`config.mk`:
```
export PLATFORM = sky130hd
export DESIGN_NAME = fir_mc_serial
export DESIGN_NICKNAME = d
export VERILOG_FILES = /design/src/rtl/fir_mc_pkg.sv /design/src/rtl/fir_mac_core.sv /design/src/rtl/fir_mc_serial.sv
export SDC_FILE = /design/constraint.sdc
export NUM_CORES = 2
export LEC_CHECK = 0
export ABC_AREA = 1
export BUFFER_PORTS_ARGS = -buffer_cell sky130_fd_sc_hd__buf_2
export CORE_MARGIN = 3
export CORE_UTILIZATION = 60
export CTS_BUF_LIST = sky130_fd_sc_hd__clkbuf_4 sky130_fd_sc_hd__clkbuf_8 sky130_fd_sc_hd__clkbuf_16
export CTS_CLUSTER_DIAMETER = 80
export CTS_CLUSTER_SIZE = 16
export DETAILED_ROUTE_END_ITERATION = 7
export HOLD_SLACK_MARGIN = 0.03
export PLACE_DENSITY_LB_ADDON = 0.1
export SLEW_MARGIN = 10
export SYNTH_ARGS = -nofsm -noshare
export SYNTH_HDL_FRONTEND = slang
export SYNTH_HIERARCHICAL = 1
export SYNTH_SLANG_ARGS = --single-unit
```
`constraint.sdc`:
```
create_clock -name clk -period 14.45 [get_ports clk]
set_clock_uncertainty 0.15 [all_clocks]
set_input_delay 2.1675 -clock clk [delete_from_list [all_inputs] [get_ports clk]]
set_output_delay 2.1675 -clock clk [all_outputs]
set_load 0.1 [all_outputs]
```
`src/rtl/fir_mc_pkg.sv`:
```
`timescale 1ns/1ps
// Shared state encoding, width helpers and saturation limits for the serial multi-channel FIR.
package fir_mc_pkg;

  typedef enum logic [2:0] {
    ST_CLEAR,
    ST_IDLE,
    ST_MAC,
    ST_DRAIN,
    ST_OUT
  } state_e;

  // Two cycles to empty the product and accumulator registers, one to load the output register.
  localparam int DRAIN_CYC = 3;

  function automatic int acc_w(input int data_w, input int coef_w, input int taps);
    return data_w + coef_w + $clog2(taps);
  endfunction

  function automatic int ch_w(input int num_ch);
    return (num_ch > 1) ? $clog2(num_ch) : 1;
  endfunction

  function automatic longint sat_max(input int data_w);
    return (64'sd1 <<< (data_w - 1)) - 64'sd1;
  endfunction

  function automatic longint sat_min(input int data_w);
    return -(64'sd1 <<< (data_w - 1));
  endfunction

endpackage

```
`src/rtl/fir_mac_core.sv`:
```
`timescale 1ns/1ps
// Registered multiplier feeding a clearable accumulator, with combinational round-half-up and saturation.
module fir_mac_core
  import fir_mc_pkg::*;
#(
  parameter int DATA_W    = 16,
  parameter int COEF_W    = 16,
  parameter int ACC_W     = 38,
  parameter int OUT_SHIFT = 15
) (
  input  logic                     clk,
  input  logic                     rst_n,
  input  logic                     clr_i,
  input  logic                     en_i,
  input  logic signed [DATA_W-1:0] x_i,
  input  logic signed [COEF_W-1:0] h_i,
  output logic signed [DATA_W-1:0] y_o,
  output logic                     sat_o
);

  localparam int PROD_W = DATA_W + COEF_W;
  localparam int RND_SH = (OUT_SHIFT > 0) ? OUT_SHIFT - 1 : 0;
  localparam logic signed [ACC_W:0] RND_C = (OUT_SHIFT > 0) ? ((ACC_W+1)'(1) <<< RND_SH) : '0;
  localparam logic signed [ACC_W:0] Y_MAX = (ACC_W+1)'(sat_max(DATA_W));
  localparam logic signed [ACC_W:0] Y_MIN = (ACC_W+1)'(sat_min(DATA_W));

  logic signed [PROD_W-1:0] prod_q;
  logic                     prod_vld_q;
  logic signed [ACC_W-1:0]  acc_q;
  logic signed [ACC_W:0]    rnd;
  logic signed [ACC_W:0]    shf;

  always_ff @(posedge clk or negedge rst_n) begin
    if (!rst_n) begin
      prod_q     <= '0;
      prod_vld_q <= 1'b0;
      acc_q      <= '0;
    end else if (clr_i) begin
      prod_vld_q <= 1'b0;
      acc_q      <= '0;
    end else begin
      prod_vld_q <= en_i;
      if (en_i) prod_q <= PROD_W'(x_i) * PROD_W'(h_i);
      if (prod_vld_q) acc_q <= acc_q + ACC_W'(prod_q);
    end
  end

  // One guard bit above the accumulator so the rounding constant cannot wrap.
  always_comb begin
    rnd   = (ACC_W+1)'(acc_q) + RND_C;
    shf   = rnd >>> OUT_SHIFT;
    y_o   = DATA_W'(shf);
    sat_o = 1'b0;
    if (shf > Y_MAX) begin
      y_o   = DATA_W'(Y_MAX);
      sat_o = 1'b1;
    end else if (shf < Y_MIN) begin
      y_o   = DATA_W'(Y_MIN);
      sat_o = 1'b1;
    end
  end

endmodule

```
`src/rtl/fir_mc_serial.sv`:
```
`timescale 1ns/1ps
// Time-multiplexed multi-channel FIR: one MAC per tap over per-channel circular histories and a writable coefficient RAM.
module fir_mc_serial
  import fir_mc_pkg::*;
#(
  parameter int TAP_LEN   = 63,
  parameter int DATA_W    = 16,
  parameter int COEF_W    = 16,
  parameter int NUM_CH    = 2,
  parameter int OUT_SHIFT = 15
) (
  input  logic                         clk,
  input  logic                         rst_n,
  input  logic                         in_valid,
  output logic                         in_ready,
  input  logic [ch_w(NUM_CH)-1:0]      in_ch,
  input  logic signed [DATA_W-1:0]     in_data,
  output logic                         out_valid,
  input  logic                         out_ready,
  output logic [ch_w(NUM_CH)-1:0]      out_ch,
  output logic signed [DATA_W-1:0]     out_data,
  output logic                         out_sat,
  input  logic                         coef_we,
  input  logic [$clog2(TAP_LEN)-1:0]   coef_addr,
  input  logic signed [COEF_W-1:0]     coef_wdata,
  output logic                         busy
);

  localparam int CH_W   = ch_w(NUM_CH);
  localparam int ACC_W  = acc_w(DATA_W, COEF_W, TAP_LEN);
  localparam int IDX_W  = $clog2(TAP_LEN);
  localparam int HIST_N = NUM_CH * TAP_LEN;
  localparam int HA_W   = $clog2(HIST_N);
  localparam int CNT_W  = $clog2(HIST_N + 1);
  localparam logic [CNT_W-1:0] CNT_ONE    = CNT_W'(1);
  localparam logic [CNT_W-1:0] CLR_LAST   = CNT_W'(HIST_N - 1);
  localparam logic [CNT_W-1:0] TAP_LAST   = CNT_W'(TAP_LEN - 1);
  localparam logic [CNT_W-1:0] DRAIN_LAST = CNT_W'(DRAIN_CYC - 1);
  localparam logic [IDX_W-1:0] IDX_ONE    = IDX_W'(1);
  localparam logic [IDX_W-1:0] IDX_LAST   = IDX_W'(TAP_LEN - 1);

  state_e                   state_q, state_d;
  logic [CNT_W-1:0]         cnt_q, cnt_d;
  logic [IDX_W-1:0]         rd_idx_q, rd_idx_d;
  logic [CH_W-1:0]          ch_q, ch_d, ch_sel;
  logic [IDX_W-1:0]         wptr_q [NUM_CH];
  logic                     wptr_adv, acc_clr, issue, issue_vld_q, out_load;
  logic                     hist_we;
  logic [HA_W-1:0]          hist_waddr, hist_raddr;
  logic signed [DATA_W-1:0] hist_wdat, hist_rd_q;
  logic                     coef_wen;
  logic [IDX_W-1:0]         coef_waddr;
  logic signed [COEF_W-1:0] coef_wdat, coef_rd_q;
  logic signed [DATA_W-1:0] hist_mem [HIST_N];
  logic signed [COEF_W-1:0] coef_mem [TAP_LEN];
  logic signed [DATA_W-1:0] y;
  logic                     y_sat;
  logic signed [DATA_W-1:0] out_data_q;
  logic [CH_W-1:0]          out_ch_q;
  logic                     out_sat_q;

  function automatic logic [HA_W-1:0] hist_addr(input logic [CH_W-1:0] c, input logic [IDX_W-1:0] i);
    return HA_W'(int'(c) * TAP_LEN + int'(i));
  endfunction

  // Out-of-range channel numbers fold onto the last channel.
  assign ch_sel     = (int'(in_ch) >= NUM_CH) ? CH_W'(NUM_CH - 1) : in_ch;
  assign hist_raddr = hist_addr(ch_q, rd_idx_q);
  assign in_ready   = (state_q == ST_IDLE);
  assign busy       = (state_q != ST_IDLE);
  assign out_valid  = (state_q == ST_OUT);
  assign out_data   = out_data_q;
  assign out_ch     = out_ch_q;
  assign out_sat    = out_sat_q;

  always_comb begin
    state_d    = state_q;
    cnt_d      = cnt_q;
    rd_idx_d   = rd_idx_q;
    ch_d       = ch_q;
    acc_clr    = 1'b0;
    issue      = 1'b0;
    out_load   = 1'b0;
    wptr_adv   = 1'b0;
    hist_we    = 1'b0;
    hist_waddr = '0;
    hist_wdat  = '0;
    coef_wen   = 1'b0;
    coef_waddr = '0;
    coef_wdat  = '0;
    case (state_q)
      ST_CLEAR: begin
        hist_we    = 1'b1;
        hist_waddr = HA_W'(cnt_q);
        coef_wen   = (cnt_q <= TAP_LAST);
        coef_waddr = IDX_W'(cnt_q);
        cnt_d      = cnt_q + CNT_ONE;
        if (cnt_q == CLR_LAST) begin
          cnt_d   = '0;
          state_d = ST_IDLE;
        end
      end
      ST_IDLE: begin
        coef_wen   = coef_we && (coef_addr <= IDX_LAST);
        coef_waddr = coef_addr;
        coef_wdat  = coef_wdata;
        if (in_valid) begin
          hist_we    = 1'b1;
          hist_waddr = hist_addr(ch_sel, wptr_q[ch_sel]);
          hist_wdat  = in_data;
          ch_d       = ch_sel;
          rd_idx_d   = wptr_q[ch_sel];
          cnt_d      = '0;
          acc_clr    = 1'b1;
          state_d    = ST_MAC;
        end
      end
      ST_MAC: begin
        // Walk backwards from the newest sample: tap k reads x[n-k].
        issue    = 1'b1;
        rd_idx_d = (rd_idx_q == '0) ? IDX_LAST : rd_idx_q - IDX_ONE;
        cnt_d    = cnt_q + CNT_ONE;
        if (cnt_q == TAP_LAST) begin
          cnt_d   = '0;
          state_d = ST_DRAIN;
        end
      end
      ST_DRAIN: begin
        cnt_d = cnt_q + CNT_ONE;
        if (cnt_q == DRAIN_LAST) begin
          cnt_d    = '0;
          out_load = 1'b1;
          wptr_adv = 1'b1;
          state_d  = ST_OUT;
        end
      end
      ST_OUT: begin
        if (out_ready) state_d = ST_IDLE;
      end
      default: state_d = ST_CLEAR;
    endcase
  end

  always_ff @(posedge clk or negedge rst_n) begin
    if (!rst_n) begin
      state_q     <= ST_CLEAR;
      cnt_q       <= '0;
      rd_idx_q    <= '0;
      ch_q        <= '0;
      issue_vld_q <= 1'b0;
      out_data_q  <= '0;
      out_ch_q    <= '0;
      out_sat_q   <= 1'b0;
    end else begin
      state_q     <= state_d;
      cnt_q       <= cnt_d;
      rd_idx_q    <= rd_idx_d;
      ch_q        <= ch_d;
      issue_vld_q <= issue;
      if (out_load) begin
        out_data_q <= y;
        out_ch_q   <= ch_q;
        out_sat_q  <= y_sat;
      end
    end
  end

  always_ff @(posedge clk or negedge rst_n) begin
    if (!rst_n) begin
      for (int c = 0; c < NUM_CH; c++) wptr_q[c] <= '0;
    end else if (state_q == ST_CLEAR) begin
      for (int c = 0; c < NUM_CH; c++) wptr_q[c] <= '0;
    end else if (wptr_adv) begin
      wptr_q[ch_q] <= (wptr_q[ch_q] == IDX_LAST) ? '0 : wptr_q[ch_q] + IDX_ONE;
    end
  end

  // Synchronous-read RAMs; contents are zeroed by the CLEAR sweep rather than by reset.
  always_ff @(posedge clk) begin
    if (hist_we) hist_mem[hist_waddr] <= hist_wdat;
    if (coef_wen) coef_mem[coef_waddr] <= coef_wdat;
    hist_rd_q <= hist_mem[hist_raddr];
    coef_rd_q <= coef_mem[IDX_W'(cnt_q)];
  end

  fir_mac_core #(
    .DATA_W   (DATA_W),
    .COEF_W   (COEF_W),
    .ACC_W    (ACC_W),
    .OUT_SHIFT(OUT_SHIFT)
  ) u_mac (
    .clk  (clk),
    .rst_n(rst_n),
    .clr_i(acc_clr),
    .en_i (issue_vld_q),
    .x_i  (hist_rd_q),
    .h_i  (coef_rd_q),
    .y_o  (y),
    .sat_o(y_sat)
  );

endmodule
```
==> reports/qor.txt <==
OUTCOME
-----------------------------------------------------------------------------------------------------------------
Outcome ............................................................................................    completed

CLOCKING
-----------------------------------------------------------------------------------------------------------------
TritonCTS Buffers ..................................................................................          221
TritonCTS Sinks ....................................................................................         3175
Number of buffers on the longest clock path ........................................................            3
Total number of H-tree levels ......................................................................            4
Clock Tree Root .................................................................................... sky130_fd_sc_hd__clkbuf_16
Post CTS Setup Buffer Count ........................................................................            0
Clock slew seen by the registers of the worst setup and hold paths .................................        70 ps
Resized Gates After CTS ............................................................................            0
Cts hold-fix bufs ..................................................................................            0
Clock insertion delay at the later pin of the skew report ..........................................       910 ps
Clock tree from TritonCTS ..........................................................................         done

SYNTHESIS
-----------------------------------------------------------------------------------------------------------------
Count of synthesis-stage warnings from yosys .......................................................            6
Proportion of synthesized area in mux cells ........................................................           0%
Leading post-synthesis cells by cell area .......................................................... sky130_fd_sc_hd__edfxtp_1 (62%), sky130_fd_sc_hd__nand2_1 (10%), sky130_fd_sc_hd__nand3_1 (4.2%), sky130_fd_sc_hd__inv_1 (4.0%), sky130_fd_sc_hd__fa_1 (3.6%)
Cell type contributing the most total cell area after synthesis .................................... sky130_fd_sc_hd__edfxtp_1
Post-synthesis cell count ..........................................................................        14.1k
Main combinational cell family by area after synthesis ............................................. simple AND/OR/NAND/NOR gates
Most used DFF post-synth ........................................................................... sky130_fd_sc_hd__edfxtp_1
Synth Area in XOR/XNOR .............................................................................       0.239%
Avg Synthesized Cell Area ..........................................................................     10.4 um2
Synth cell count leaders ........................................................................... sky130_fd_sc_hd__nand2_1 (3959), sky130_fd_sc_hd__edfxtp_1 (3024), sky130_fd_sc_hd__inv_1 (1554)
Arithmetic-cell share of the synthesized area counting full adders, half adders and majority gates .        4.77%
Unique masters post-synth ..........................................................................           57
Cell area after synthesis ..........................................................................    0.147 mm2
Proportion of netlist area held by the largest area contributor ....................................        62.0%
Register area share after synthesis ................................................................        64.4%
Share of the synthesized area in compound gates (AO/OA/AOI/OAI) ....................................        4.90%
Net count after synthesis ..........................................................................        14.6k
Top-count cell post-synth .......................................................................... sky130_fd_sc_hd__nand2_1
Synthesized-area fraction occupied by and/or/nand/nor cells ........................................        19.4%
Number of register bits inferred by synthesis ......................................................         3175
Number of enable flip-flop cells after synthesis ...................................................         3024
Fraction of registers with async set or reset after synthesis ......................................        3.75%

SETUP PATH
-----------------------------------------------------------------------------------------------------------------
Critical Path End Type .............................................................................     register
Maximum net fanout on the critical path ............................................................           16
Critical path required time ........................................................................     15000 ps
Category of the critical setup timing path ......................................................... register to register
Crit path launch type ..............................................................................     register
Data arrival time of the critical path .............................................................      7400 ps
Worst flop-to-flop path startpoint ................................................................. coef_rd_q[1]$_DFF_P_
Worst setup startpoint ............................................................................. coef_rd_q[1]$_DFF_P_

MIN PATH
-----------------------------------------------------------------------------------------------------------------
Path type of the worst min-delay path .............................................................. register to register
Min-delay src ...................................................................................... out_data[3]$_DFFE_PN0P_

TIMING
-----------------------------------------------------------------------------------------------------------------
Min Clock Period, post-route .......................................................................      6850 ps
Rel. slew slack ....................................................................................        16.8%
Tightest Pin Transition ............................................................................      1250 ps
Period utilization .................................................................................        47.4%
Number of failing setup endpoints in the final timing report .......................................            0
Final hold viol count ..............................................................................            0
RSZ-0062 raised after global routing ...............................................................        false
Final hold slack ...................................................................................       321 ps
Top achievable clock speed .........................................................................    0.146 GHz
Final Max Tran Viols ...............................................................................            0
Post-route setup TNS ...............................................................................         0 ps

DRT
-----------------------------------------------------------------------------------------------------------------
DR vias/cell .......................................................................................         5.90
Vias post-DR .......................................................................................         102k
Antenna Violating Nets Remaining ...................................................................            0
Met3 WL post-DR ....................................................................................      42.1 mm
Highest layer used for signal routing ..............................................................         met5
Number of design-rule violations left by the first detailed-router iteration .......................        13.1k
Drc violations .....................................................................................            0
Detailed Route WL ..................................................................................       422 mm
Routed wire per std cell ...........................................................................      24.4 um
Routed wl met2 .....................................................................................       190 mm
Routed length on met1 ..............................................................................       172 mm
Initial DRT Pass Iterations ........................................................................            6

DIE
-----------------------------------------------------------------------------------------------------------------
Die height .........................................................................................       500 um
Die width ..........................................................................................       500 um
Count of standard-cell rows ........................................................................          180
Die area ...........................................................................................    0.250 mm2
Core region area ...................................................................................    0.242 mm2
Count of pins on the block boundary ................................................................           65
Initial cell density of the core ...................................................................        60.6%

GLOBAL ROUTING
-----------------------------------------------------------------------------------------------------------------
Global-route wire length before repair .............................................................       627 mm
Aggregate global routing overflow ..................................................................            0
Maximum number of pins on one net before global-route repair .......................................          214
Antenna violations before repair ...................................................................           18
Global Route Usage Sum .............................................................................        33.5%
Vias in the first global route .....................................................................        97.5k

PLACE
-----------------------------------------------------------------------------------------------------------------
Number of I/O port buffers .........................................................................           64
Placed wire-length estimate after detailed placement ...............................................       253 mm
Gp weighted congestion .............................................................................        0.949
Placed cell area ...................................................................................    0.151 mm2

FINISH
-----------------------------------------------------------------------------------------------------------------
Number of nets in the layout .......................................................................        14.4k
Layout Utilization .................................................................................        65.0%
Cell area after layout .............................................................................    0.157 mm2
Fraction of final layout cells with drive strength greater than 1 ..................................        6.83%
Area grow syn2layout ...............................................................................        7.21%

RUN
-----------------------------------------------------------------------------------------------------------------
Max-cap check violation count ......................................................................            0

## flip-flops by register name, indices dropped and copies added (netlist names), 12 cells and up
| name | count |
|---|---|
| wptr_q | 12 |
| hist_mem | 2016 |
| coef_rd_q | 16 |
| out_data | 16 |
| u_mac/prod_q | 32 |
| hist_rd_q | 16 |
| u_mac/acc_q | 38 |
| coef_mem | 1008 |
## final cells by class
| class | instances | area, um2 |
|---|---|---|
| clock inverter | 25 | 498 |
| clock buffer | 283 | 6010 |
| antenna | 8 | 20.0 |
| fill | 18900 | 84600 |
| sequential | 3175 | 94400 |
| timing repair buffer | 362 | 2730 |
| multi-input combinational | 8658 | 43500 |
| tap | 3185 | 3990 |
| inverter | 1574 | 5940 |
## cell families (layout without fill, tap and decap cells)
kind of cell             count (synthesis)  after routing
adder cells (fa/ha/maj)                400            400
buffers and inverters                 2316           2244
XOR/XNOR                                40             40
other                                    0              8
AND/OR/NAND/NOR                       6875           6875
AO/OA/AOI/OAI                         1343           1343
flip-flops                            3175           3175
## per-stage QoR
stage	cells	setup slack [ps]
2_1_floorplan	14100	7880
3_3_place_gp	17000	7580
3_5_place_dp	17000	7650
4_1_cts	17300	7570
5_1_grt	17300	7190
6_report	17300	7600
## placed cells by master (no fill, tap or decap), types with 4 or more instances in the layout
cell | netlist | final
sky130_fd_sc_hd__nor2_4 | 7 | 41
sky130_fd_sc_hd__edfxtp_1 | 3024 | 3024
sky130_fd_sc_hd__nor2_1 | 1359 | 1313
sky130_fd_sc_hd__fa_1 | 265 | 264
sky130_fd_sc_hd__dfrtp_1 | 119 | 117
sky130_fd_sc_hd__o21bai_1 | 9 | 9
sky130_fd_sc_hd__nand3b_1 | 6 | 6
sky130_fd_sc_hd__a21o_1 | 4 | 4
sky130_fd_sc_hd__clkinv_8 | 0 | 5
sky130_fd_sc_hd__xnor2_1 | 14 | 13
sky130_fd_sc_hd__clkbuf_4 | 0 | 61
sky130_fd_sc_hd__a31oi_1 | 9 | 9
sky130_fd_sc_hd__nor3_4 | 0 | 15
sky130_fd_sc_hd__inv_1 | 1554 | 1552
sky130_fd_sc_hd__nor4_1 | 5 | 5
sky130_fd_sc_hd__inv_2 | 18 | 15
sky130_fd_sc_hd__or2_2 | 97 | 97
sky130_fd_sc_hd__diode_2 | 0 | 8
sky130_fd_sc_hd__buf_4 | 16 | 285
sky130_fd_sc_hd__ha_1 | 135 | 134
sky130_fd_sc_hd__o21ai_1 | 25 | 25
sky130_fd_sc_hd__dfxtp_1 | 32 | 32
sky130_fd_sc_hd__nand2_2 | 11 | 12
sky130_fd_sc_hd__nor3_2 | 42 | 49
sky130_fd_sc_hd__o211ai_1 | 25 | 25
sky130_fd_sc_hd__a21oi_1 | 160 | 160
sky130_fd_sc_hd__o22ai_1 | 197 | 197
sky130_fd_sc_hd__nor2_2 | 10 | 22
sky130_fd_sc_hd__nand4_1 | 74 | 74
sky130_fd_sc_hd__buf_12 | 0 | 13
sky130_fd_sc_hd__nand3_1 | 1233 | 1233
sky130_fd_sc_hd__nand2_4 | 8 | 9
sky130_fd_sc_hd__xor2_1 | 26 | 25
sky130_fd_sc_hd__nor3_1 | 45 | 23
sky130_fd_sc_hd__nand2_1 | 3959 | 3957
sky130_fd_sc_hd__buf_2 | 293 | 63
sky130_fd_sc_hd__o21ai_0 | 892 | 892
sky130_fd_sc_hd__nand3_2 | 14 | 14
sky130_fd_sc_hd__clkbuf_16 | 0 | 222
sky130_fd_sc_hd__clkinv_16 | 0 | 9
## worst paths after layout
kind	end	slack, ps	cells past startpoint
worst max-delay path	u_mac/prod_q[31]$_DFFE_PN0P_	7600	21
worst min-delay path	out_data[3]$_DFFE_PN0P_	320	2
worst max register to register	u_mac/prod_q[31]$_DFFE_PN0P_	7600	21
min in group asynchronous	u_mac/acc_q[35]$_DFFE_PN0P_	1230	1
max in group asynchronous	wptr_q[3]$_DFFE_PN0P_	11720	2
worst min register to register	out_data[3]$_DFFE_PN0P_	320	2
## critical path, stage by stage, from the launching register on
cell and delay [ps]:
sky130_fd_sc_hd__dfxtp_1 800, sky130_fd_sc_hd__nand2_1 210, sky130_fd_sc_hd__inv_1 170, sky130_fd_sc_hd__fa_1 450, sky130_fd_sc_hd__inv_1 250, sky130_fd_sc_hd__fa_1 490, sky130_fd_sc_hd__inv_1 390, sky130_fd_sc_hd__fa_1 560
sky130_fd_sc_hd__fa_1 580, sky130_fd_sc_hd__inv_1 60, sky130_fd_sc_hd__fa_1 510, sky130_fd_sc_hd__fa_1 550, sky130_fd_sc_hd__inv_1 50, sky130_fd_sc_hd__ha_1 360, sky130_fd_sc_hd__inv_1 100, sky130_fd_sc_hd__nor3_1 280
sky130_fd_sc_hd__nand2_1 110, sky130_fd_sc_hd__or2_2 320, sky130_fd_sc_hd__nand3_1 90, sky130_fd_sc_hd__nand2_1 50, sky130_fd_sc_hd__nand3_1 70, sky130_fd_sc_hd__nand2_1 60
## metal layers
| metal | vias up | GRT usage [%] |
|---|---|---|
| met3 | 674 | 6.00 |
| met1 | 49800 | 48.9 |
| met2 | 5025 | 51.0 |
| li1 | 46400 | - |
| met5 | - | 0 |
| met4 | 6 | 12.2 |
Power is left out: the tool's default activity adds up to more than one toggle a clock period on the data nets, which glitch-free logic cannot reach.
